## config.mk

```make
export PLATFORM = sky130hd
export DESIGN_NAME = wrr_arbiter
export DESIGN_NICKNAME = d
export VERILOG_FILES = /design/src/rtl/wrr_arbiter.sv
export SDC_FILE = /design/constraint.sdc
export NUM_CORES = 1
export LEC_CHECK = 0
export ABC_AREA = 1
export CORE_MARGIN = 5
export CORE_UTILIZATION = 39
export DETAILED_ROUTE_END_ITERATION = 8
export HOLD_SLACK_MARGIN = 0.1
export PLACE_DENSITY = 0.68
export SLEW_MARGIN = 25
export SYNTH_ARGS = -nofsm -noshare
export SYNTH_HDL_FRONTEND = slang
export SYNTH_SLANG_ARGS = --single-unit
```

## constraint.sdc

```tcl
create_clock -name clk -period 2.1 [get_ports clk]
set_clock_uncertainty 0.15 [all_clocks]
set_input_delay 0.63 -clock clk [delete_from_list [all_inputs] [get_ports clk]]
set_output_delay 0.63 -clock clk [all_outputs]
set_load 0.02 [all_outputs]
```

## src/rtl/wrr_arbiter.sv

```systemverilog
// ---------------------------------------------------------------------------
// wrr_arbiter
//
// Weighted round-robin arbiter. Each requester may keep the grant for up to
// its weight in consecutive cycles (a weight of 0 behaves as 1). When the
// burst ends, or the grantee drops its request, the next requester is chosen
// round-robin, starting one past the previous winner. Grant outputs are
// registered and appear one edge after the request is sampled.
//
// Optional feature (macro WRR_ARB_LOCK_EN):
//   Adds lock_in. While lock_in is high and the grantee keeps requesting,
//   the grant is held regardless of credit; credit saturates at 1.
//
// Ports:
//   clk              single clock, rising edge
//   rst              synchronous active-high reset
//   req_in           request vector, bit i = requester i
//   weight_in        per-requester weights, field i = [i*WEIGHT_W +: WEIGHT_W]
//   lock_in          (WRR_ARB_LOCK_EN only) hold the current grant
//   grant_out        registered one-hot grant, zero when idle
//   grant_valid_out  registered, high iff grant_out is non-zero
//   grant_id_out     registered index of the grantee, zero when idle
// ---------------------------------------------------------------------------
module wrr_arbiter #(
  parameter int NUM_REQ  = 3,
  parameter int WEIGHT_W = 4,
  parameter int ID_W     = $clog2(NUM_REQ)
) (
  input  logic                        clk,
  input  logic                        rst,
  input  logic [NUM_REQ-1:0]          req_in,
  input  logic [NUM_REQ*WEIGHT_W-1:0] weight_in,
`ifdef WRR_ARB_LOCK_EN
  input  logic                        lock_in,
`endif
  output logic [NUM_REQ-1:0]          grant_out,
  output logic                        grant_valid_out,
  output logic [ID_W-1:0]             grant_id_out
);

  logic [ID_W-1:0]     ptr_q, ptr_d;
  logic [ID_W-1:0]     cur_q, cur_d;
  logic [WEIGHT_W-1:0] credit_q, credit_d;
  logic                active_q, active_d;
  logic [NUM_REQ-1:0]  grant_q, grant_d;
  logic                valid_q, valid_d;
  logic [ID_W-1:0]     id_q, id_d;

  logic                curReq;
  logic                foundHi, foundLo, found;
  logic [ID_W-1:0]     winHi, winLo, winner;
  logic [WEIGHT_W-1:0] winField, winWeight;
  logic                hold, lockHold;

  // Is the current grantee still requesting? Looping over constant indices
  // keeps the select free of width mismatches for any NUM_REQ.
  always_comb begin
    curReq = 1'b0;
    for (int i = 0; i < NUM_REQ; i++) begin
      if (cur_q == ID_W'(i)) begin
        curReq = req_in[i];
      end
    end
  end

  // Round-robin search split into two passes: the lowest requester at or
  // above ptr wins; failing that, the lowest requester below ptr (the wrap).
  always_comb begin
    foundHi = 1'b0;
    foundLo = 1'b0;
    winHi   = '0;
    winLo   = '0;
    for (int i = 0; i < NUM_REQ; i++) begin
      if (!foundHi && req_in[i] && (ID_W'(i) >= ptr_q)) begin
        foundHi = 1'b1;
        winHi   = ID_W'(i);
      end
      if (!foundLo && req_in[i]) begin
        foundLo = 1'b1;
        winLo   = ID_W'(i);
      end
    end
    found  = foundHi | foundLo;
    winner = foundHi ? winHi : winLo;
  end

  // Weight of the winner, sampled only when a new grant is loaded so a
  // weight change never alters a burst already in progress.
  always_comb begin
    winField = '0;
    for (int i = 0; i < NUM_REQ; i++) begin
      if (winner == ID_W'(i)) begin
        winField = weight_in[i*WEIGHT_W +: WEIGHT_W];
      end
    end
    winWeight = (winField == '0) ? WEIGHT_W'(1) : winField;
  end

  assign hold = active_q && curReq && (credit_q > WEIGHT_W'(1));

`ifdef WRR_ARB_LOCK_EN
  assign lockHold = active_q && curReq && lock_in;
`else
  assign lockHold = 1'b0;
`endif

  // Next-state selection: lock beats credit hold, credit hold beats
  // rearbitration. Rearbitration with no requester returns to idle while
  // leaving the search pointer where it was.
  always_comb begin
    ptr_d    = ptr_q;
    cur_d    = cur_q;
    credit_d = credit_q;
    active_d = active_q;
    grant_d  = grant_q;
    valid_d  = valid_q;
    id_d     = id_q;
    if (lockHold) begin
      credit_d = (credit_q > WEIGHT_W'(1)) ? credit_q - WEIGHT_W'(1) : WEIGHT_W'(1);
    end else if (hold) begin
      credit_d = credit_q - WEIGHT_W'(1);
    end else if (found) begin
      cur_d    = winner;
      credit_d = winWeight;
      active_d = 1'b1;
      valid_d  = 1'b1;
      id_d     = winner;
      ptr_d    = (winner == ID_W'(NUM_REQ - 1)) ? '0 : winner + ID_W'(1);
      for (int i = 0; i < NUM_REQ; i++) begin
        grant_d[i] = (winner == ID_W'(i));
      end
    end else begin
      credit_d = '0;
      active_d = 1'b0;
      grant_d  = '0;
      valid_d  = 1'b0;
      id_d     = '0;
    end
  end

  // State and output registers; reset aborts any burst and restarts the
  // round-robin search at requester 0.
  always_ff @(posedge clk) begin
    if (rst) begin
      ptr_q    <= '0;
      cur_q    <= '0;
      credit_q <= '0;
      active_q <= 1'b0;
      grant_q  <= '0;
      valid_q  <= 1'b0;
      id_q     <= '0;
    end else begin
      ptr_q    <= ptr_d;
      cur_q    <= cur_d;
      credit_q <= credit_d;
      active_q <= active_d;
      grant_q  <= grant_d;
      valid_q  <= valid_d;
      id_q     <= id_d;
    end
  end

  assign grant_out       = grant_q;
  assign grant_valid_out = valid_q;
  assign grant_id_out    = id_q;

endmodule

```

# ---- After elaboration in Yosys (flattened, before gate mapping)
# Cells that the tools add are included.
dict set report word_totals {
  regBits 14
  inputBits 17
}
dict set report classes {
  n_addsub 2
  order_cmp 4
  n_eq_ne 4
  n_mux 24
  bitwise_logic 2
  reduce_logical 17
}
# cell n
set op_table {}
lappend op_table {{4-bit two-way mux} 6}
lappend op_table {{1-bit two-way mux} 12}
lappend op_table {{2-bit two-way mux} 5}
lappend op_table {{1-bit logical AND} 9}
lappend op_table {{2-bit by 1-bit == test with 1-bit output, second input constant} 2}
lappend op_table {{2-bit == test, second input constant} 2}
lappend op_table {{1-bit by 2-bit greater-or-equal comparator with 1-bit output, first input constant} 2}
lappend op_table {{4-bit by 1-bit > comparator with 1-bit output, second input constant} 1}
lappend op_table {{1-bit logical NOT} 4}
lappend op_table {{2-bit logical NOT} 2}
lappend op_table {{4-bit logical NOT} 1}
lappend op_table {{4-bit by 1-bit subtractor with 4-bit output, second input constant} 1}
lappend op_table {{3-bit two-way mux} 1}
lappend op_table {{2-bit by 1-bit adder with 2-bit output, second input constant} 1}
lappend op_table {{2-bit greater-or-equal comparator, first input constant} 1}
lappend op_table {{2-bit AND reduction} 1}
lappend op_table {{1-bit NOT} 1}
lappend op_table {{1-bit bitwise OR} 1}

# ---- Logic depth before layout (Yosys ltp)
# Gate-level depths: netlist of run 1.
dict set report logic_depth {
  word_depth 20
  mapped_depth 12
  mapped_depth_nobuf 12
}

# ---- Least setup slack after synthesis of run 1
# Ideal clock, no wire load.
dict set report synth_timing {
  path_kind {input-to-reg}
  startpoint {in req_in[1]}
  endpoint {reg credit_q[0]}
  t_arrival_ns 1.476
  required_time_ns 1.818
  slack_ns 0.342
  cell_stages 8
  cell_sequence {or2_4 nand2_4 nand2_4 or2_1 o211ai_1 nand2_1 nand2_1 a21oi_2}
}
dict set report synth_via {
  elab_chain_cells 16
}
# item line
set synth_lines {}
lappend synth_lines {{from (decl)} 31} ;# input logic [NUM_REQ-1:0] req_in,
lappend synth_lines {{1-bit logical AND (2 in a row)} 74} ;# if (!foundHi && req_in[i] && (ID_W'(i) >= ptr_q)) begin
lappend synth_lines {{1-bit two-way mux} 74}
lappend synth_lines {{1-bit logical NOT} 74}
lappend synth_lines {{1-bit logical AND (2 in a row)} 74}
lappend synth_lines {{2-bit two-way mux or 1-bit two-way mux (tied branches)} 74}
lappend synth_lines {{2-bit two-way mux} 84} ;# winner = foundHi ? winHi : winLo;
lappend synth_lines {{2-bit logical NOT} 92} ;# if (winner == ID_W'(i)) begin
lappend synth_lines {{4-bit two-way mux (3 in a row)} 92}
lappend synth_lines {{4-bit logical NOT} 96} ;# winWeight = (winField == '0) ? WEIGHT_W'(1) : winField;
lappend synth_lines {{4-bit two-way mux} 96}
lappend synth_lines {{4-bit two-way mux} 122} ;# end else if (found) begin
lappend synth_lines {{4-bit two-way mux *} 120} ;# end else if (hold) begin
lappend synth_lines {{to (signal assigned)} 155} ;# credit_q <= credit_d;
lappend synth_lines {{to (decl)} 43} ;# logic [WEIGHT_W-1:0] credit_q, credit_d;
# Mark *: on every way between the ends. The rest lies on a longest branch, timed or not.
# A chain may end at the register's enable or synchronous reset.

# ---- Worst setup path in the final report of run 1
dict set report layout_timing {
  startpoint {in req_in[0]}
  endpoint {reg credit_q[0]}
}
dict set report layout_via {
  elab_chain_cells 19
}
# item line
set layout_lines {}
lappend layout_lines {{1-bit logical AND} 74}
lappend layout_lines {{1-bit two-way mux} 74}
lappend layout_lines {{1-bit logical NOT} 74}
lappend layout_lines {{1-bit logical AND (2 in a row)} 74}
lappend layout_lines {{1-bit two-way mux} 74}
lappend layout_lines {{1-bit logical NOT} 74}
lappend layout_lines {{1-bit logical AND (2 in a row)} 74}
lappend layout_lines {{2-bit two-way mux or 1-bit two-way mux (tied branches)} 74}
lappend layout_lines {{2-bit two-way mux} 84}
lappend layout_lines {{2-bit logical NOT} 92}
lappend layout_lines {{4-bit two-way mux (3 in a row)} 92}
lappend layout_lines {{4-bit logical NOT} 96}
lappend layout_lines {{4-bit two-way mux} 96}
lappend layout_lines {{4-bit two-way mux} 122}
lappend layout_lines {{4-bit two-way mux *} 120}
# Marked as above.

==> metrics list, run 1 <==
* Clock share of power: roughly a fifth
- Crit path capture type: flip-flop
- Yosys mapped a number of flops with a built-in enable equal to 0.
- The tree built by TritonCTS fans out to 14 sinks.
- Clock tree synthesis inserted a total of 3 buffers.
- Most common library cells after synthesis: sky130_fd_sc_hd__nand2_1, sky130_fd_sc_hd__inv_1, sky130_fd_sc_hd__dfxtp_1
- Sequential cells were found to cover 35.00% of the synthesized design area.
- Cells after Synth: 112
* Count of warnings emitted by yosys: 0
- Proportion of register bits with asynchronous set or reset after synthesis: 0%
- Max Cap Viol: 0
* Placed cell areas: 1119 µm²
- Effective utilization at floorplan: 40.82%
- H-Tree Level Count: 1
* Share of power burned in registers: 42.5%
- The die is 55.31 µm wide.
* Hold Buf Count CTS: 0
- After synthesis, the largest area contributor takes up 35.00% of total cell area.
* Cell taking the most area after synthesis: sky130_fd_sc_hd__dfxtp_1
- Detailed Place HPWL: between 1.5 and 2 mm
- Clock tree root buffer cell: sky130_fd_sc_hd__clkbuf_4
* Signal arrival time at the worst endpoint: 2.04 ns
- Synthesized Nets: 131
* Final setup violation count: 0
- Grt total ovfl: 0
* Standard cell core area: 1962 µm²
* Clock latency at the later pin of the worst-skew pair: 0.27 ns
- 23 I/O pins were placed.
* Number of antenna violations at the first check in global routing: 0
* Logic pwr share: 37.8%
* FP Rows: 16
- Unrepaired setup endpoints after global routing: yes
- Start point of the worst hold path: grant_out[2]
- After clock tree synthesis, the clock-pin slew on the worst setup and hold paths is 0.08 ns.
- From synthesis to final layout, the design area changed by 45.94%.
- At the pin with the least slew margin, the transition time is 0.2458 ns.
- Worst relative slew slack: 83.59%
- In this run switching power makes up 33.30% of total power.
- In this run, distinct cell masters in the synthesized netlist total 25.
- The path class of the tightest hold or removal check is reg -> reg.
* Clock tree from TritonCTS: done
* Total detailed-routing wirelength: approximately 1.8 mm
- Final Max Tran Viols: 0
- Global-route wire length before repair: slightly above 3 mm
- Netlist area before placement: 800.8 µm²
- Total inserted antenna cells: 0
- The post-route netlist has 19.31% of its cells at a drive strength greater than 1.
* Critical path launch point: req_in[0]
- Before antenna repair, the detailed router went through 4 iterations.
- Reg-to-Reg Start: credit_q[0]
- Flip-flop and latch count after synthesis: 14
- The number of hold violations in the final report was 0.
- Power density over the cells: 635.7 nW/µm²
- The run finished with clean final reports.
- Detailed-route DRC error count: 0
- CP Data Required Time: 2.12 ns
- Antenna-violating nets left: 0
* Type of the worst setup path: in -> reg
- Summing over every cut layer, the via total after detailed routing is 796.
- Entering global routing, the biggest net connects 15 pins.
- In the final routed layout, each cell accounts on average for 10.35 µm.
* Most frequent cell after synthesis: sky130_fd_sc_hd__nand2_1
- Final instance area: 1169 µm²
- Hold slack: 0.3158 ns
- Worst-case clock buffer depth: 2
- Tot GR Track Use: 12.17%
- Die height: 55.31 µm
* Cell internal pwr: 495.5 µW
* Dominant cells by area after synthesis: sky130_fd_sc_hd__dfxtp_1, sky130_fd_sc_hd__nand2_1, sky130_fd_sc_hd__a21oi_1, sky130_fd_sc_hd__inv_1, sky130_fd_sc_hd__nand3_1
- IO buf count: 22
- Counting I/O delays and the setup requirement, the final critical path takes a little over 2 ns.
- Along the worst path, the maximum fanout reaches 5.
- Drt via density: 4.628
- The number of global-route vias before repair came to 743.
* Switching power total: between 200 and 250 µW
* Highest ir drop seen on vdd: 406.4 µV
* RD Place Congestion: just under 0.9
- Startpoint kind of the worst setup timing path: input port
- Static power due to leakage: 0.0005142 µW
* Detailed router's first-iteration violation count: 7
- Fmax: between 400 and 500 MHz
* Total die area: 3059 µm²
- In the finished design, the share of the clock period the worst path needs comes to 96.18%.
* Flip-flop cell with the highest count after synthesis: sky130_fd_sc_hd__dfxtp_1
- A synthesized cell averages 7.150 µm².
* Number of nets in the final layout: 166
stage by stage:
step	power [µW]	utilization (%)	cells	TNS (ns)	worst slack, ns
after detailed placement	596.2	57.02	169	-2.222	-0.3158
final	742.9	59.57	172	0	0.08031
after floorplan	485.6	-	112	0	0.3423
after global routing	794.5	59.57	172	-0.002103	-0.002103
after global placement	591.2	57.02	169	-1.517	-0.2495
after CTS	742.6	58.16	172	0	0.04120
cells by family (layout without fill, tap and decap cells):
kind of cell | Yosys count | count (layout) | share of synthesized area [%]
compound gates | 23 | 23 | 18.44
xor+xnor | 1 | 1 | 1.094
fa+ha+maj | 2 | 2 | 3.125
buf+inv | 18 | 51 | 8.437
flops | 14 | 14 | 35.00
simple gates | 54 | 54 | 33.91
registers in the layout (all words and copies together) (netlist names):
name	cells
grant_valid_out	1
credit_q	4
ptr_q	2
cur_q	2
grant_id_out	2
grant_out	3
cells in the final DEF, fill, tap and decap left out, drive strengths merged:
| cell type | count |
|---|---|
| dlymetal6s2s | 1 |
| dfxtp | 14 |
| nand4 | 3 |
| o31ai | 1 |
| a21boi | 1 |
| or2 | 5 |
| a21oi | 15 |
| clkbuf | 3 |
| ha | 2 |
| nor2 | 10 |
| nand3b | 1 |
| buf | 9 |
| clkdlybuf4s50 | 21 |
| o21ai | 4 |
| inv | 17 |
| o211ai | 2 |
| xor2 | 1 |
| nand3 | 10 |
| nand2 | 25 |
power groups by stage:
stage | Combinational (µW) | Sequential (µW) | Clock (µW)
after floorplan | 155 | 331 | 0
after global placement | 271 | 320 | 0
after detailed placement | 275 | 321 | 0
after CTS | 277 | 315 | 151
after global routing | 317 | 318 | 159
final | 281 | 315 | 146
path summary, 6_finish.rpt:
kind,end,slack [ns],cells after the start
worst max-delay path,credit_q[0],0.08,9
worst min-delay path,grant_out[2],0.32,2
worst max register to register,credit_q[1],0.25,9
worst min register to register,grant_out[2],0.32,2
timing repair:
| item | 4_1_cts | 5_1_grt |
|---|---|---|
| endpoints found under the setup margin | 1 | 2 |
| gates resized for setup | 1 | 6 |
| hold endpoints to repair | 0 | 0 |
| pin swaps | 0 | 3 |
| buffers inserted | 0 | 0 |
routing by layer:
layer	global-route usage (%)	part of all wire (%)	vias up
met5	0	0	-
met4	3.125	0	0
met3	4.429	4.5	0
met2	21.45	52	11
met1	13.74	43	355
li1	-	-	430
worst max-delay path: stages:
cell                              delay, ns
sky130_fd_sc_hd__clkdlybuf4s50_1       0.43
sky130_fd_sc_hd__buf_4                 0.18
sky130_fd_sc_hd__a21oi_4               0.22
sky130_fd_sc_hd__nand2_4               0.08
sky130_fd_sc_hd__or2_1                 0.21
sky130_fd_sc_hd__o211ai_1              0.09
sky130_fd_sc_hd__nand2_1               0.07
sky130_fd_sc_hd__nand2_1               0.08
sky130_fd_sc_hd__a21oi_2               0.05
area by class of cell:
class                      instances  area, µm²
fill                             201      793.3
sequential                        14      280.3
inverter                          17      63.81
clock buffer                       3      22.52
timing repair buffer              31      290.3
tap                               27      33.78
multi-input combinational         80      478.0
No activity file was read; power rests on OpenSTA's default activity.
==> run 2: changes to the inputs <==
Clock period 2.1 ns to 2.21 ns, I/O delays scaled along.
==> metrics list, run 2 (same netlist as run 1, synthesis figures left out) <==
- Drt via density: 4.610 (-0.38%)
* Clock tree root buffer cell: sky130_fd_sc_hd__clkbuf_4
- The maximum cell stage delay along the critical path was 0.43 ns (about the same).
* Pre-Repair DR Iteration Count: 4 (unchanged)
- The cell area power density is 611.7 nW/µm² (-3.8%).
- The number of nets in the layout is 166 (unchanged).
- Largest register by flop count: credit_q
- The required time of the critical path was 2.23 ns (+0.11 ns).
- Largest net degree at the start of global routing: 15 (unchanged)
* Clock latency at the later pin of the worst-skew pair: 0.27 ns (about the same)
- Type of the worst setup path: in -> reg
- Commonest non-fill, non-tap cells in the layout: sky130_fd_sc_hd__nand2_1, sky130_fd_sc_hd__clkdlybuf4s50_1, sky130_fd_sc_hd__inv_1
- The number of violations of the max-capacitance limit is 0 (unchanged).
- Maximum fanout along the worst path: 5 (unchanged)
* Tot GR Track Use: 12.17% (unchanged)
- The final cell count without fillers came to 172 (unchanged).
- The full die area is 3059 µm² (unchanged).
* Flip-flop and latch area: 280.3 µm² (unchanged)
- Slowest cell on the critical path: sky130_fd_sc_hd__clkdlybuf4s50_1
* Final Max Tran Viols: 0 (unchanged)
* Clock input transition at the sequential cells of the worst setup and hold paths: 0.08 ns (about the same)
- The first-pass GRT wire length was 3.042 mm (unchanged).
- The maximum vdd ir drop came to 384.0 µV (-5.5%).
- Footprint of the multi-input gates: 452.9 µm² (-5.2%)
- Number of fillers in the final layout: 205 (+2.0%)
- Unrepaired setup endpoints after global routing: no
- The number of antenna violations at the first check in global routing came to 0 (unchanged).
* Most used cell, CP: sky130_fd_sc_hd__nand2_1
- FP Rows: 16 (unchanged)
* Crit path capture type: flip-flop
- The number of hold violations in the final report came to 0 (unchanged).
- The total clock buffers created by CTS is 3 (unchanged).
- Total inserted antenna cells: 0 (unchanged)
- The width of the chip was 55.31 µm (unchanged).
- R2R cell count: 9 (unchanged)
- Fraction of the cycle the final worst path needs: between 90% and 100%
* Clock sink count: 14 (unchanged)
* Worst relative slew slack: 85.38% (+1.8 points)
- The worst setup path is launched from an input port.
* Flip-flop count of the largest register after layout: 4 (unchanged)
* DP Cell Count: 169 (unchanged)
* Aggregate negative setup slack: 0 ns (unchanged)
* Final worst path period need: 2.073 ns
- The via count came to 793 (-0.38%).
- The fraction of layout cells with a size suffix above 1 came to 17.24% (-2.1 points).
- Total detailed-routing wirelength: 1.777 mm (-0.22%)
- The die outline height was 55.31 µm (unchanged).
* Setup slack at placement: -0.2388 ns (+0.07700 ns)
- The number of logic stages on the critical path including buffering came to 9 (unchanged).
- The number of ports placed on the die boundary is 23 (unchanged).
- Cell depth of the worst hold path: 2 (unchanged)
- The kind of cell with the highest combined delay along the critical path is buffers and inverters.
- The critical path data arrival time was 2.09 ns (+0.05 ns).
* Antenna-violating nets left: 0 (unchanged)
- The number of H-tree levels came to 1 (unchanged).
- The total of buffers placed on input and output ports is 22 (unchanged).
* Standard cell core area: 1962 µm² (unchanged)
- Cell-by-cell trace of the critical path: clkdlybuf4s50_1 > buf_4 > a21boi_2 > nand3_2 > or2_1 > o211ai_1 > nand2_1 > nand2_1 > a21oi_2
* Placed cell areas: 1119 µm² (unchanged)
- Post-layout utilization of the core: 58.16% (-1.4 points)
- Number of global-route vias before repair: 743 (unchanged)
- The final critical-path setup slack came to 0.1373 ns (+0.05697 ns).
* Detailed-route DRC error count: 0 (unchanged)
- Buffer and inverter count on the worst path: 2 (unchanged)
* Effective utilization at floorplan: 40.82% (unchanged)
- The number of failing setup endpoints in the final timing report is 0 (unchanged).
- Based on the critical path, the design can be clocked at up to a little under 500 MHz.
- Path class of the lowest-slack min-delay path: reg -> reg
* Run status: completed
* Detailed router's first-iteration violation count: 10 (+3)
- Routed length per instance: 10.33 µm (-0.22%)
- The leakage dissipation is 0.0004951 µW (-3.7%).
- RD Place Congestion: 0.8653 (unchanged)
- TritonCTS built the clock tree.
* Post-CTS Setup Repair Bufs: 0 (unchanged)
* Layout overhead on the synthesized area: 42.50%
- Final instance area: 1141 µm² (-2.4%)
* Worst-case clock buffer depth: 2 (unchanged)
- Detailed Place HPWL: 1.505 mm (unchanged)
- The slew at the pin closest to its max-slew limit is 0.2187 ns (-0.02707 ns).
- The total grt overflow was 0 (unchanged).
==> run 2: cell count changes in the layout (fill, tap and decap cells not counted) <==
cell                              previous run  this run
sky130_fd_sc_hd__a21boi_2                    0         1
sky130_fd_sc_hd__a21boi_4                    1         0
sky130_fd_sc_hd__clkdlybuf4s50_1            21        22
sky130_fd_sc_hd__dlymetal6s2s_1              1         0
sky130_fd_sc_hd__nand2_1                    21        22
sky130_fd_sc_hd__nand2_2                     2         1
sky130_fd_sc_hd__nand3_1                     7         8
sky130_fd_sc_hd__nand3_4                     1         0
sky130_fd_sc_hd__nor2_1                      8         9
sky130_fd_sc_hd__nor2_2                      2         1
==> run 2: routing by layer <==
metal	GRT usage, %	up-vias	wire [µm]
met4	3.125	0	0
met1	13.74	352	781
met5	0	-	0
met3	4.429	0	81
met2	21.45	11	913
li1	-	430	-
==> run 2: layout make-up <==
type / count / area share, %
Clock buffer: 3 / 1.974
Inverter: 17 / 5.592
Multi-Input combinational cell: 80 / 39.69
Sequential cell: 14 / 24.56
Tap cell: 27 / 2.961
Timing Repair Buffer: 31 / 25.22
==> run 2: repair_timing <==
item	4_1_cts	5_1_grt
setup endpoints to repair	0	1
hold buffers	0	0
gates resized for setup	0	1
hold endpoints to repair	0	0
==> run 2: where the power goes <==
part | internal, µW | switching (µW) | total (µW) | leakage (µW)
Combinational | 123 | 137 | 260 | 0.000366
Sequential | 282 | 17.5 | 299 | 0.000116
Clock | 63.1 | 76.0 | 139 | 0.0000138
==> run 2: worst min-delay path: stages, from the launching register on <==
cell and delay (ns):
sky130_fd_sc_hd__dfxtp_1 0.31, sky130_fd_sc_hd__nand2_1 0.06, sky130_fd_sc_hd__a21oi_1 0.05
==> run 2: metrics by stage <==
step           hold slack, ns  power, µW
2_1_floorplan          0.3023      461.4
3_3_place_gp           0.3053      561.8
3_5_place_dp           0.3058      566.6
4_1_cts                0.3175      705.3
5_1_grt                0.3454      746.6
6_report               0.3157      698.0
==> run 2: final timing paths <==
path | start | to | slack, ns
setup / recovery | req_in[0] | credit_q[0] | 0.14
hold / removal | grant_out[2] | grant_out[2] | 0.32
setup reg to reg | credit_q[0] | credit_q[1] | 0.36
hold reg to reg | grant_out[2] | grant_out[2] | 0.32
